**src/rtl/polyphonic_tone_mixer.sv**
```systemverilog
// Multi-voice tone generator: per-voice phase accumulators, shared waveform shaper, mixed offset-binary sample
// handed to the DAC controller. Define TONE_MIXER_DEBUG_EN to add the debugString status port.
module polyphonic_tone_mixer #(
   parameter int NUM_VOICES        = 6,
   parameter int SAMPLE_BITS       = 12,
   parameter int PHASE_BITS        = 24,
   parameter int CLOCKS_PER_SAMPLE = 1136
) (
   input  logic                             clock_50Mhz,
   input  logic                             reset_n,
   input  logic                             enable,
   input  logic [NUM_VOICES-1:0]            voiceActive,
   input  logic [NUM_VOICES*PHASE_BITS-1:0] voicePhaseStep,
   input  logic [1:0]                       waveMode,
   input  logic                             dacBusy,
   output logic [SAMPLE_BITS-1:0]           outputSample,
   output logic                             sendSample_n,
   output logic [4:0]                       activeVoiceCount,
   output logic [7:0]                       droppedCount
`ifdef TONE_MIXER_DEBUG_EN
   ,
   output logic [31:0]                      debugString
`endif
);

   localparam int SHIFT  = $clog2(NUM_VOICES);
   localparam int ACC_W  = SAMPLE_BITS + SHIFT + 1;
   localparam int TICK_W = $clog2(CLOCKS_PER_SAMPLE + 1);
   localparam int IDX_W  = 4;

   localparam logic [TICK_W-1:0]           TICK_LAST = TICK_W'(CLOCKS_PER_SAMPLE - 1);
   localparam logic [IDX_W-1:0]            IDX_LAST  = IDX_W'(NUM_VOICES - 1);
   localparam logic [SAMPLE_BITS-1:0]      MIDPOINT  = {1'b1, {(SAMPLE_BITS-1){1'b0}}};
   localparam logic signed [ACC_W-1:0]     MID_ACC   = {{(ACC_W-SAMPLE_BITS){1'b0}}, MIDPOINT};
   localparam logic signed [SAMPLE_BITS:0] WAVE_MAX  = {2'b00, {(SAMPLE_BITS-1){1'b1}}};
   localparam logic signed [SAMPLE_BITS:0] WAVE_MIN  = {2'b11, {(SAMPLE_BITS-1){1'b0}}};
   localparam logic signed [SAMPLE_BITS:0] WAVE_MID  = {2'b01, {(SAMPLE_BITS-1){1'b0}}};

   typedef enum logic [1:0] {
      IDLE  = 2'd0,
      ACCUM = 2'd1,
      SCALE = 2'd2,
      ISSUE = 2'd3
   } state_t;

   state_t                         state, next_state;
   logic [TICK_W-1:0]              tick_count;
   logic                           tick;
   logic [IDX_W-1:0]               voice_idx;
   logic signed [ACC_W-1:0]        acc;
   logic signed [ACC_W-1:0]        acc_scaled;
   logic [PHASE_BITS-1:0]          phase [NUM_VOICES];
   logic [SAMPLE_BITS-1:0]         cur_p;
   logic                           cur_active;
   logic signed [SAMPLE_BITS:0]    cur_wave;
   logic [4:0]                     voice_popcount;

   // Shaper output is one bit wider than the sample so every waveform stays exact as a signed value.
   function automatic logic signed [SAMPLE_BITS:0] wave_value(input logic [1:0] mode,
                                                              input logic [SAMPLE_BITS-1:0] p);
      logic signed [SAMPLE_BITS:0] p_ext;
      logic signed [SAMPLE_BITS:0] q_ext;
      p_ext = signed'({1'b0, p});
      q_ext = signed'({1'b0, p[SAMPLE_BITS-2:0], 1'b0});
      case (mode)
         2'd0:    return p[SAMPLE_BITS-1] ? WAVE_MIN : WAVE_MAX;
         2'd1:    return p_ext - WAVE_MID;
         2'd2:    return p[SAMPLE_BITS-1] ? (WAVE_MAX - q_ext) : (q_ext - WAVE_MID);
         default: return '0;
      endcase
   endfunction

   assign tick = enable && (tick_count == TICK_LAST);

   // NOTE: every variable gets a default before the case/loop so no path leaves it unassigned (no latch).
   always_comb begin
      cur_p      = '0;
      cur_active = 1'b0;
      for (int v = 0; v < NUM_VOICES; v++) begin
         if (voice_idx == IDX_W'(v)) begin
            cur_p      = phase[v][PHASE_BITS-1 -: SAMPLE_BITS];
            cur_active = voiceActive[v];
         end
      end
   end

   assign cur_wave   = cur_active ? wave_value(waveMode, cur_p) : '0;
   assign acc_scaled = acc >>> SHIFT;

   always_comb begin
      voice_popcount = '0;
      for (int v = 0; v < NUM_VOICES; v++) begin
         voice_popcount = voice_popcount + 5'(voiceActive[v]);
      end
   end

   always_comb begin
      next_state   = state;
      sendSample_n = 1'b1;
      if (!enable) begin
         next_state = IDLE;
      end else begin
         case (state)
            IDLE:    if (tick) next_state = ACCUM;
            ACCUM:   if (voice_idx == IDX_LAST) next_state = SCALE;
            SCALE:   next_state = ISSUE;
            ISSUE: begin
               if (!dacBusy) begin
                  sendSample_n = 1'b0;
                  next_state   = IDLE;
               end
            end
            default: next_state = IDLE;
         endcase
      end
   end

   // NOTE: clocked state uses non-blocking assignments so every flop samples pre-edge values.
   always_ff @(posedge clock_50Mhz or negedge reset_n) begin
      if (!reset_n) begin
         state <= IDLE;
      end else begin
         state <= next_state;
      end
   end

   always_ff @(posedge clock_50Mhz or negedge reset_n) begin
      if (!reset_n) begin
         tick_count <= '0;
      end else if (!enable || tick) begin
         tick_count <= '0;
      end else begin
         tick_count <= tick_count + TICK_W'(1);
      end
   end

   always_ff @(posedge clock_50Mhz or negedge reset_n) begin
      if (!reset_n) begin
         voice_idx        <= '0;
         acc              <= '0;
         outputSample     <= MIDPOINT;
         activeVoiceCount <= '0;
         droppedCount     <= '0;
      end else begin
         activeVoiceCount <= voice_popcount;
         if (tick && state != IDLE && droppedCount != 8'hFF) begin
            droppedCount <= droppedCount + 8'd1;
         end
         if (!enable) begin
            voice_idx    <= '0;
            acc          <= '0;
            outputSample <= MIDPOINT;
         end else begin
            case (state)
               IDLE: begin
                  if (tick) begin
                     acc       <= '0;
                     voice_idx <= '0;
                  end
               end
               ACCUM: begin
                  acc       <= acc + ACC_W'(cur_wave);
                  voice_idx <= voice_idx + IDX_W'(1);
               end
               SCALE:   outputSample <= SAMPLE_BITS'(acc_scaled + MID_ACC);
               default: ;
            endcase
         end
      end
   end

   // NOTE: phases live in flops, not RAM, because they must read as zero straight out of reset.
   always_ff @(posedge clock_50Mhz or negedge reset_n) begin
      if (!reset_n) begin
         for (int v = 0; v < NUM_VOICES; v++) phase[v] <= '0;
      end else if (!enable) begin
         for (int v = 0; v < NUM_VOICES; v++) phase[v] <= '0;
      end else if (state == ACCUM) begin
         for (int v = 0; v < NUM_VOICES; v++) begin
            if (voice_idx == IDX_W'(v)) begin
               phase[v] <= voiceActive[v] ? phase[v] + voicePhaseStep[v*PHASE_BITS +: PHASE_BITS] : '0;
            end
         end
      end
   end

`ifdef TONE_MIXER_DEBUG_EN
   assign debugString = {droppedCount, 2'b00, state, voice_idx, 16'(outputSample)};
`endif

endmodule

```
**config.mk**
```make
export PLATFORM = sky130hd
export DESIGN_NAME = polyphonic_tone_mixer
export DESIGN_NICKNAME = d
export VERILOG_FILES = /design/src/rtl/polyphonic_tone_mixer.sv
export SDC_FILE = /design/constraint.sdc
export NUM_CORES = 1
export LEC_CHECK = 0
export ABC_AREA = 1
export BUFFER_PORTS_ARGS = -buffer_cell sky130_fd_sc_hd__buf_2
export CORE_AREA = 2 2 236 238
export CTS_CLUSTER_SIZE = 28
export DETAILED_ROUTE_END_ITERATION = 10
export DIE_AREA = 0 0 238 240
export SLEW_MARGIN = 20
export SYNTH_ARGS = -nofsm -noshare
export SYNTH_HDL_FRONTEND = slang
export SYNTH_SLANG_ARGS = --single-unit
export TNS_END_PERCENT = 20
```
**constraint.sdc**
```tcl
create_clock -name clock_50Mhz -period 4.2 [get_ports clock_50Mhz]
set_clock_uncertainty 0.05 [all_clocks]
set_input_delay 0.84 -clock clock_50Mhz [delete_from_list [all_inputs] [get_ports clock_50Mhz]]
set_output_delay 0.84 -clock clock_50Mhz [all_outputs]
set_load 0.01 [all_outputs]
```
==> results of run 1 <==
metal layers:
layer / up-vias / global-route usage [%]
met5: - / 0
met4: 10 / 4.489
met3: 45 / 3.525
met2: 299 / 28.41
met1: 7162 / 24.04
li1: 8327 / -
cells in the mapped netlist (12+ instances only):
library cell / n / share of area, %
a211oi_1: 12 / 0.55
nand2_1: 632 / 15
a21o_1: 17 / 0.79
ha_1: 163 / 13
nor2_1: 170 / 3.9
o21ai_1: 52 / 1.6
nor3_1: 22 / 0.68
dfrtp_1: 198 / 30
buf_2: 15 / 0.46
o21ai_0: 216 / 6.7
nand4_1: 35 / 1.3
clkbuf_1: 16 / 0.37
nand3_1: 123 / 3.8
inv_1: 230 / 5.3
a21oi_1: 265 / 8.2
a22o_1: 14 / 0.75
registers in the layout (all words and copies together) (netlist names):
name,cells
phase,144
outputSample,12
state,2
tick_count,11
activeVoiceCount,3
droppedCount,8
acc,15
voice_idx,4
per-stage QoR:
step	area (um^2)	hold WS, ns	total power [uW]	instances	setup slack (ns)
5_1_grt	18620	0.3444	6187	3227	0.03071
4_1_cts	18620	0.3618	5852	3226	0.3987
2_1_floorplan	16260	0.3829	3422	2336	0.8306
6_report	18630	0.2853	5784	3229	0.4664
3_3_place_gp	17990	0.4050	3990	3194	0.4098
3_5_place_dp	17990	0.4110	3991	3194	0.3762
cell usage in the layout (no fill, tap or decap), types with 6 or more instances in the layout:
master	synthesis	final
a211oi_1	12	12
a21o_1	17	17
a21oi_1	265	264
a22o_1	14	14
a31oi_1	8	8
buf_2	15	178
buf_4	5	13
clkbuf_16	0	17
clkinv_1	6	6
dfrtp_1	198	198
fa_1	10	10
ha_1	163	163
inv_1	230	229
inv_2	10	11
nand2_1	632	631
nand3_1	123	123
nand4_1	35	35
nor2_1	170	170
nor3_1	22	22
o2111ai_1	6	6
o211ai_1	10	10
o21ai_0	216	216
o21ai_1	52	52
o21bai_1	8	8
o22ai_1	10	10
o31ai_1	6	6
or2_2	10	10
xor2_1	9	9
cells by family (layout without fill, tap and decap cells):
family                   after synthesis  count (layout)  synth area share (%)
AND/OR/NAND/NOR                     1016            1016                 26.09
AO/OA/AOI/OAI                        646             646                 21.82
adder cells (fa/ha/maj)              173             173                 13.78
buffers and inverters                286             472                 6.881
multiplexers                           1               1               0.06927
flip-flops                           199             199                 30.64
other                                  1               5               0.02307
XOR/XNOR                              13              13                0.7004
worst max-delay path, cell delays in order (launching register included):
cell and delay [ns]:
dfrtp_1 0.42, inv_1 0.10, ha_1 0.27, nand3_1 0.24
inv_2 0.25, nand2_1 0.15, nand2_4 0.17, inv_2 0.13
nand2_1 0.08, a31oi_1 0.08, ha_1 0.22, fa_1 0.41
nand2_1 0.10, nand2_1 0.05, nand2_1 0.07, nand2_1 0.09
nand3_1 0.08, o2111ai_1 0.13, nand2_1 0.10, nand2_1 0.05
a21oi_1 0.15, nand3_1 0.09, nand3_1 0.08, nand2_1 0.06
path summary, 6_finish.rpt:
check                                      to          start  depth (start not counted)  slack (ns)
worst min-delay path               phase[105]        reset_n                          1        0.29
worst max register to register        acc[14]   voice_idx[1]                         23        0.47
worst max-delay path                  acc[14]   voice_idx[1]                         23        0.47
min in group clock_50Mhz        tick_count[0]  tick_count[0]                          1        0.42
max in group asynchronous           phase[36]        reset_n                          2        3.01
worst min register to register  tick_count[0]  tick_count[0]                          1        0.42
layout make-up:
| type | count | area, um^2 |
|---|---|---|
| diodes | 3 | 7.507 |
| repair buffers | 194 | 1044 |
| flip-flops and latches | 199 | 4981 |
| inverters | 246 | 923.4 |
| well taps | 704 | 880.8 |
| clock inverters | 10 | 141.4 |
| fillers | 5882 | 36030 |
| clock buffers | 22 | 484.2 |
| multi-input cells | 1851 | 10170 |
power by group through the flow:
stage	clock network, uW	registers (uW)	logic (uW)
2_1_floorplan	0	2130	1300
3_3_place_gp	0	2160	1830
3_5_place_dp	0	2160	1840
4_1_cts	1890	2120	1840
5_1_grt	1950	2130	2100
6_report	1820	2120	1840
==> results.yml, run 1 <==
detailed_routing:
  viasPerCell: 4.906
  m1WireLength_mm: 24.23
  post_drt_wl_per_cell_um: 15.40
  wl_met2_mm: 22.30
  wl_met3_mm: 2.431
  routed.top_layer: "met5"
  dr.first_iter.drc_count: 999
  drt-total-wl_mm: 49.74
  drcViolationCount: 0
  drt_first_pass_iters: 5
  vias: 15840
  final_antenna_net_count: 0
critical_path:
  start_kind: "flop"
  path_class: "reg -> reg"
  worstPathArrival_ns: 4.06
  end_kind: "flop"
  critPathRequiredTime_ns: 4.53
  worstPathMaxFanout: 13
floorplan:
  initial_core_util_pct: 29.74
  die_w_um: 238
  die_h_um: 240
  coreArea_um2: 54660
  rows: 86
  die_area_um2: 57120
  io_pins: 182
logic_synthesis:
  synth_edf_count: 0
  syn_inst: 2335
  synth_seq_area_share_pct: 30.64
  ys_types: 57
  yosysWarningCount: 0
  synth-main-ff-cell: "dfrtp_1"
  synth-seq-cells: 199
  syn_area_per_cell_um2: 6.962
  synthArstFlopShare_pct: 100.0
  synth_area_um2: 16260
global_route:
  grt_max_degree: 103
  gr-total-overflow: 0
  grt_first_pass_wirelength_mm: 79.11
  grt_antenna_before_repair: 9
  grt_usage_pct: 17.60
  grt_pass1_vias: 14880
power:
  switching_share_pct: 37.31
  power.leakage_uw: 0.009959
  intPower_uw: 3626
  pwr-share-seq_pct: 36.6
  ir_drop_v: 0.0003697
  p_sw_uw: 2158
  power_frac_clock_pct: 31.5
  power_density_nw_per_um2: 310.5
  combPwrFrac_pct: 31.9
sta:
  rsz0062_at_grt: "false"
  setup_violations: 0
  drv_slew: 0
  worst_slew_pin_slew_ns: 0.8872
  fin_crit_sh_pct: 88.89
  max_freq_mhz: 267.8
  slew_headroom_pct: 40.85
  period_minus_slack_ns: 3.734
  hold_violations: 0
  final.setup.tns_ns: 0
placement:
  numPortBuffers: 179
  dpl.hpwl_mm: 39.59
  gp_congestion: 0.8889
final_layout:
  fin_nets: 2838
  final_layout_size_suffix_gt1_share_pct: 10.71
  finalCoreUtilization_pct: 34.08
  area_growth_pct: 14.59
clock_network:
  cts.sinks: 199
  clock_path_buffers: 2
  clk_pin_slew_ns: 0.07
  cts_buffers: 17
  h-tree-depth: 4
  cts_resized: 0
  post-cts-setup-buffer-count: 0
  cts-root-buf: "clkbuf_16"
  clk_latency_ns: 0.49
  cts_hold_buf: 0
  cts_tree: "done"
run_status:
  run_status: "completed"
min_path:
  hold_path_class: "in -> async"
job:
  cap_violations: 0
Power figures use the tool's default switching activity.
==> inputs of run 2 (changes only) <==
--- a/config.mk
+++ b/config.mk
@@ -7,10 +7,10 @@
 export LEC_CHECK = 0
 export ABC_AREA = 1
 export BUFFER_PORTS_ARGS = -buffer_cell sky130_fd_sc_hd__buf_2
-export CORE_AREA = 2 2 236 238
+export CORE_AREA = 2 2 205 207
 export CTS_CLUSTER_SIZE = 28
 export DETAILED_ROUTE_END_ITERATION = 10
-export DIE_AREA = 0 0 238 240
+export DIE_AREA = 0 0 207 209
 export SLEW_MARGIN = 20
 export SYNTH_ARGS = -nofsm -noshare
 export SYNTH_HDL_FRONTEND = slang
==> run 2 against run 1 <==
Hold slack better by 0.084 ns; register-to-register slack worse by 0.06 ns; clock power about the same; routed wire length down 3.5%; die area down 24%; via count up 1.4%.
==> results.yml, run 2 (synthesis results as in run 1) <==
critical_path:
  path_class: "reg -> reg"
  worstPathArrival_ns: 4.13
  end_kind: "flop"
  worstReg2RegStart: "voice_idx[2]"
  ff2ff_path_depth: 22
  start_kind: "flop"
  worstPathMaxFanout: 16
  crit_start: "voice_idx[2]"
  critPathRequiredTime_ns: 4.54
detailed_routing:
  drcViolationCount: 0
  final_antenna_net_count: 0
  vias: 16070
  drt_first_pass_iters: 7
  dr.first_iter.drc_count: 1131
  post_drt_wl_per_cell_um: 15.66
  drt-total-wl_mm: 48.01
  viasPerCell: 5.242
global_route:
  grt_usage_pct: 22.38
  grt_antenna_before_repair: 11
  grt_first_pass_wirelength_mm: 77.93
  gr-total-overflow: 0
  grt_max_degree: 89
  grt_pass1_vias: 15130
job:
  cap_violations: 0
min_path:
  hold_path_class: "in -> async"
placement:
  numPortBuffers: 179
  post-place-ws_ns: 0.3568
  dpl.hpwl_mm: 38.03
  gp_congestion: 0.8930
  dp.cells: 3031
sta:
  worst_slew_pin_slew_ns: 0.8353
  fin_crit_sh_pct: 90.28
  max_freq_mhz: 263.7
  period_minus_slack_ns: 3.792
  final.setup.tns_ns: 0
  fin_ws_ns: 0.4083
  hold_violations: 0
  rsz0062_at_grt: "false"
  slew_headroom_pct: 44.31
  setup_violations: 0
  drv_slew: 0
final_layout:
  area_growth_pct: 13.36
  fin_cells: 3066
  top_regs: "phase x144, acc x15, outputSample x12"
  largest_reg_flops: 144
  final_layout_size_suffix_gt1_share_pct: 10.78
  fin_nets: 2840
  final_common_cell: "nand2_1"
  final_cell_mix: "nand2_1 (632), a21oi_1 (264), inv_1 (229)"
  nFillCells: 4288
  largest_register: "phase"
floorplan:
  die_w_um: 207
  coreArea_um2: 41290
  initial_core_util_pct: 39.37
  die_h_um: 209
  rows: 75
  die_area_um2: 43260
  io_pins: 182
power:
  power.leakage_uw: 0.009957
  power_density_nw_per_um2: 312.4
  fin_total_pwr_uw: 5756
  ir_drop_v: 0.0002576
clock_network:
  cts_tree: "done"
  h-tree-depth: 4
  cts.sinks: 199
  cts-root-buf: "clkbuf_16"
  cts_buffers: 17
  clk_latency_ns: 0.50
  clock_path_buffers: 2
  clk_pin_slew_ns: 0.08
  cts_hold_buf: 0
run_status:
  run_status: "completed"
run 2: cell count changes in the layout (fill, tap and decap cells not counted), sizes merged:
| cell | before | now |
|---|---|---|
| buf | 194 | 195 |
| clkbuf | 22 | 23 |
| clkinv | 9 | 10 |
| clkinvlp | 2 | 3 |
| inv | 242 | 240 |
run 2: routing by layer:
metal  wire length, um  vias up  GRT usage [%]  part of all wire, %
li1                  -     8317              -                    -
met1             23390     7345          30.77                   49
met2             21330      341          35.43                   44
met3              2515       53          5.485                  5.2
met4               664       16          5.296                  1.4
met5               108        -              0                 0.22
run 2: timing repair:
item | 4_1_cts | 5_1_grt
buffers inserted | 0 | 0
endpoints found under the setup margin | 0 | 2
gates resized for setup | 0 | 6
run 2: worst max-delay path, stage by stage (launching register included):
cell       delay (ns)
dfrtp_1          0.48
nor2_8           0.22
nand2_2          0.26
inv_4            0.21
nand2_1          0.12
nand3_4          0.11
a21oi_2          0.07
nand2_1          0.26
a31oi_1          0.15
ha_1             0.24
fa_1             0.41
nand2_1          0.10
nand2_1          0.05
nand2_1          0.07
nand2_1          0.09
nand3_1          0.09
o2111ai_1        0.14
nand2_1          0.11
nand2_1          0.05
a21oi_1          0.16
nand3_1          0.09
nand3_1          0.08
nand2_1          0.06
run 2: final timing paths:
check / endpoint / slack [ns]
worst min-delay path: phase[105] / 0.37
worst max-delay path: acc[14] / 0.41
worst min register to register: tick_count[0] / 0.41
worst max register to register: acc[14] / 0.41
max in group asynchronous: outputSample[11] / 2.83
min in group clock_50Mhz: tick_count[0] / 0.41
run 2: area by class of cell:
type / instances / area, um^2 / area share [%]
clock inverters: 10 / 145.1 / 0.7876
flip-flops and latches: 199 / 4981 / 27.03
repair buffers: 196 / 1045 / 5.669
diodes: 3 / 7.507 / 0.04074
multi-input cells: 1851 / 10170 / 55.19
well taps: 539 / 674.4 / 3.660
clock buffers: 22 / 474.2 / 2.573
inverters: 246 / 929.6 / 5.045
run 2: power breakdown:
| group | leakage (uW) | internal [uW] | total [uW] | switching (uW) |
|---|---|---|---|---|
| Combinational | 0.00691 | 602 | 1850 | 1250 |
| Clock | 0.000297 | 985 | 1790 | 803 |
| Sequential | 0.00275 | 2020 | 2120 | 93.2 |
| Total | 0.00996 | 3610 | 5760 | 2140 |
run 2: per-stage QoR:
stage | util [%] | instance area (um^2) | hold WS (ns)
final | 44.63 | 18430 | 0.3692
after global routing | 44.61 | 18420 | 0.4158
after CTS | 44.57 | 18400 | 0.3785
after detailed placement | 43.07 | 17780 | 0.4017
after global placement | 43.07 | 17780 | 0.3976
after floorplan | - | 16260 | 0.3829
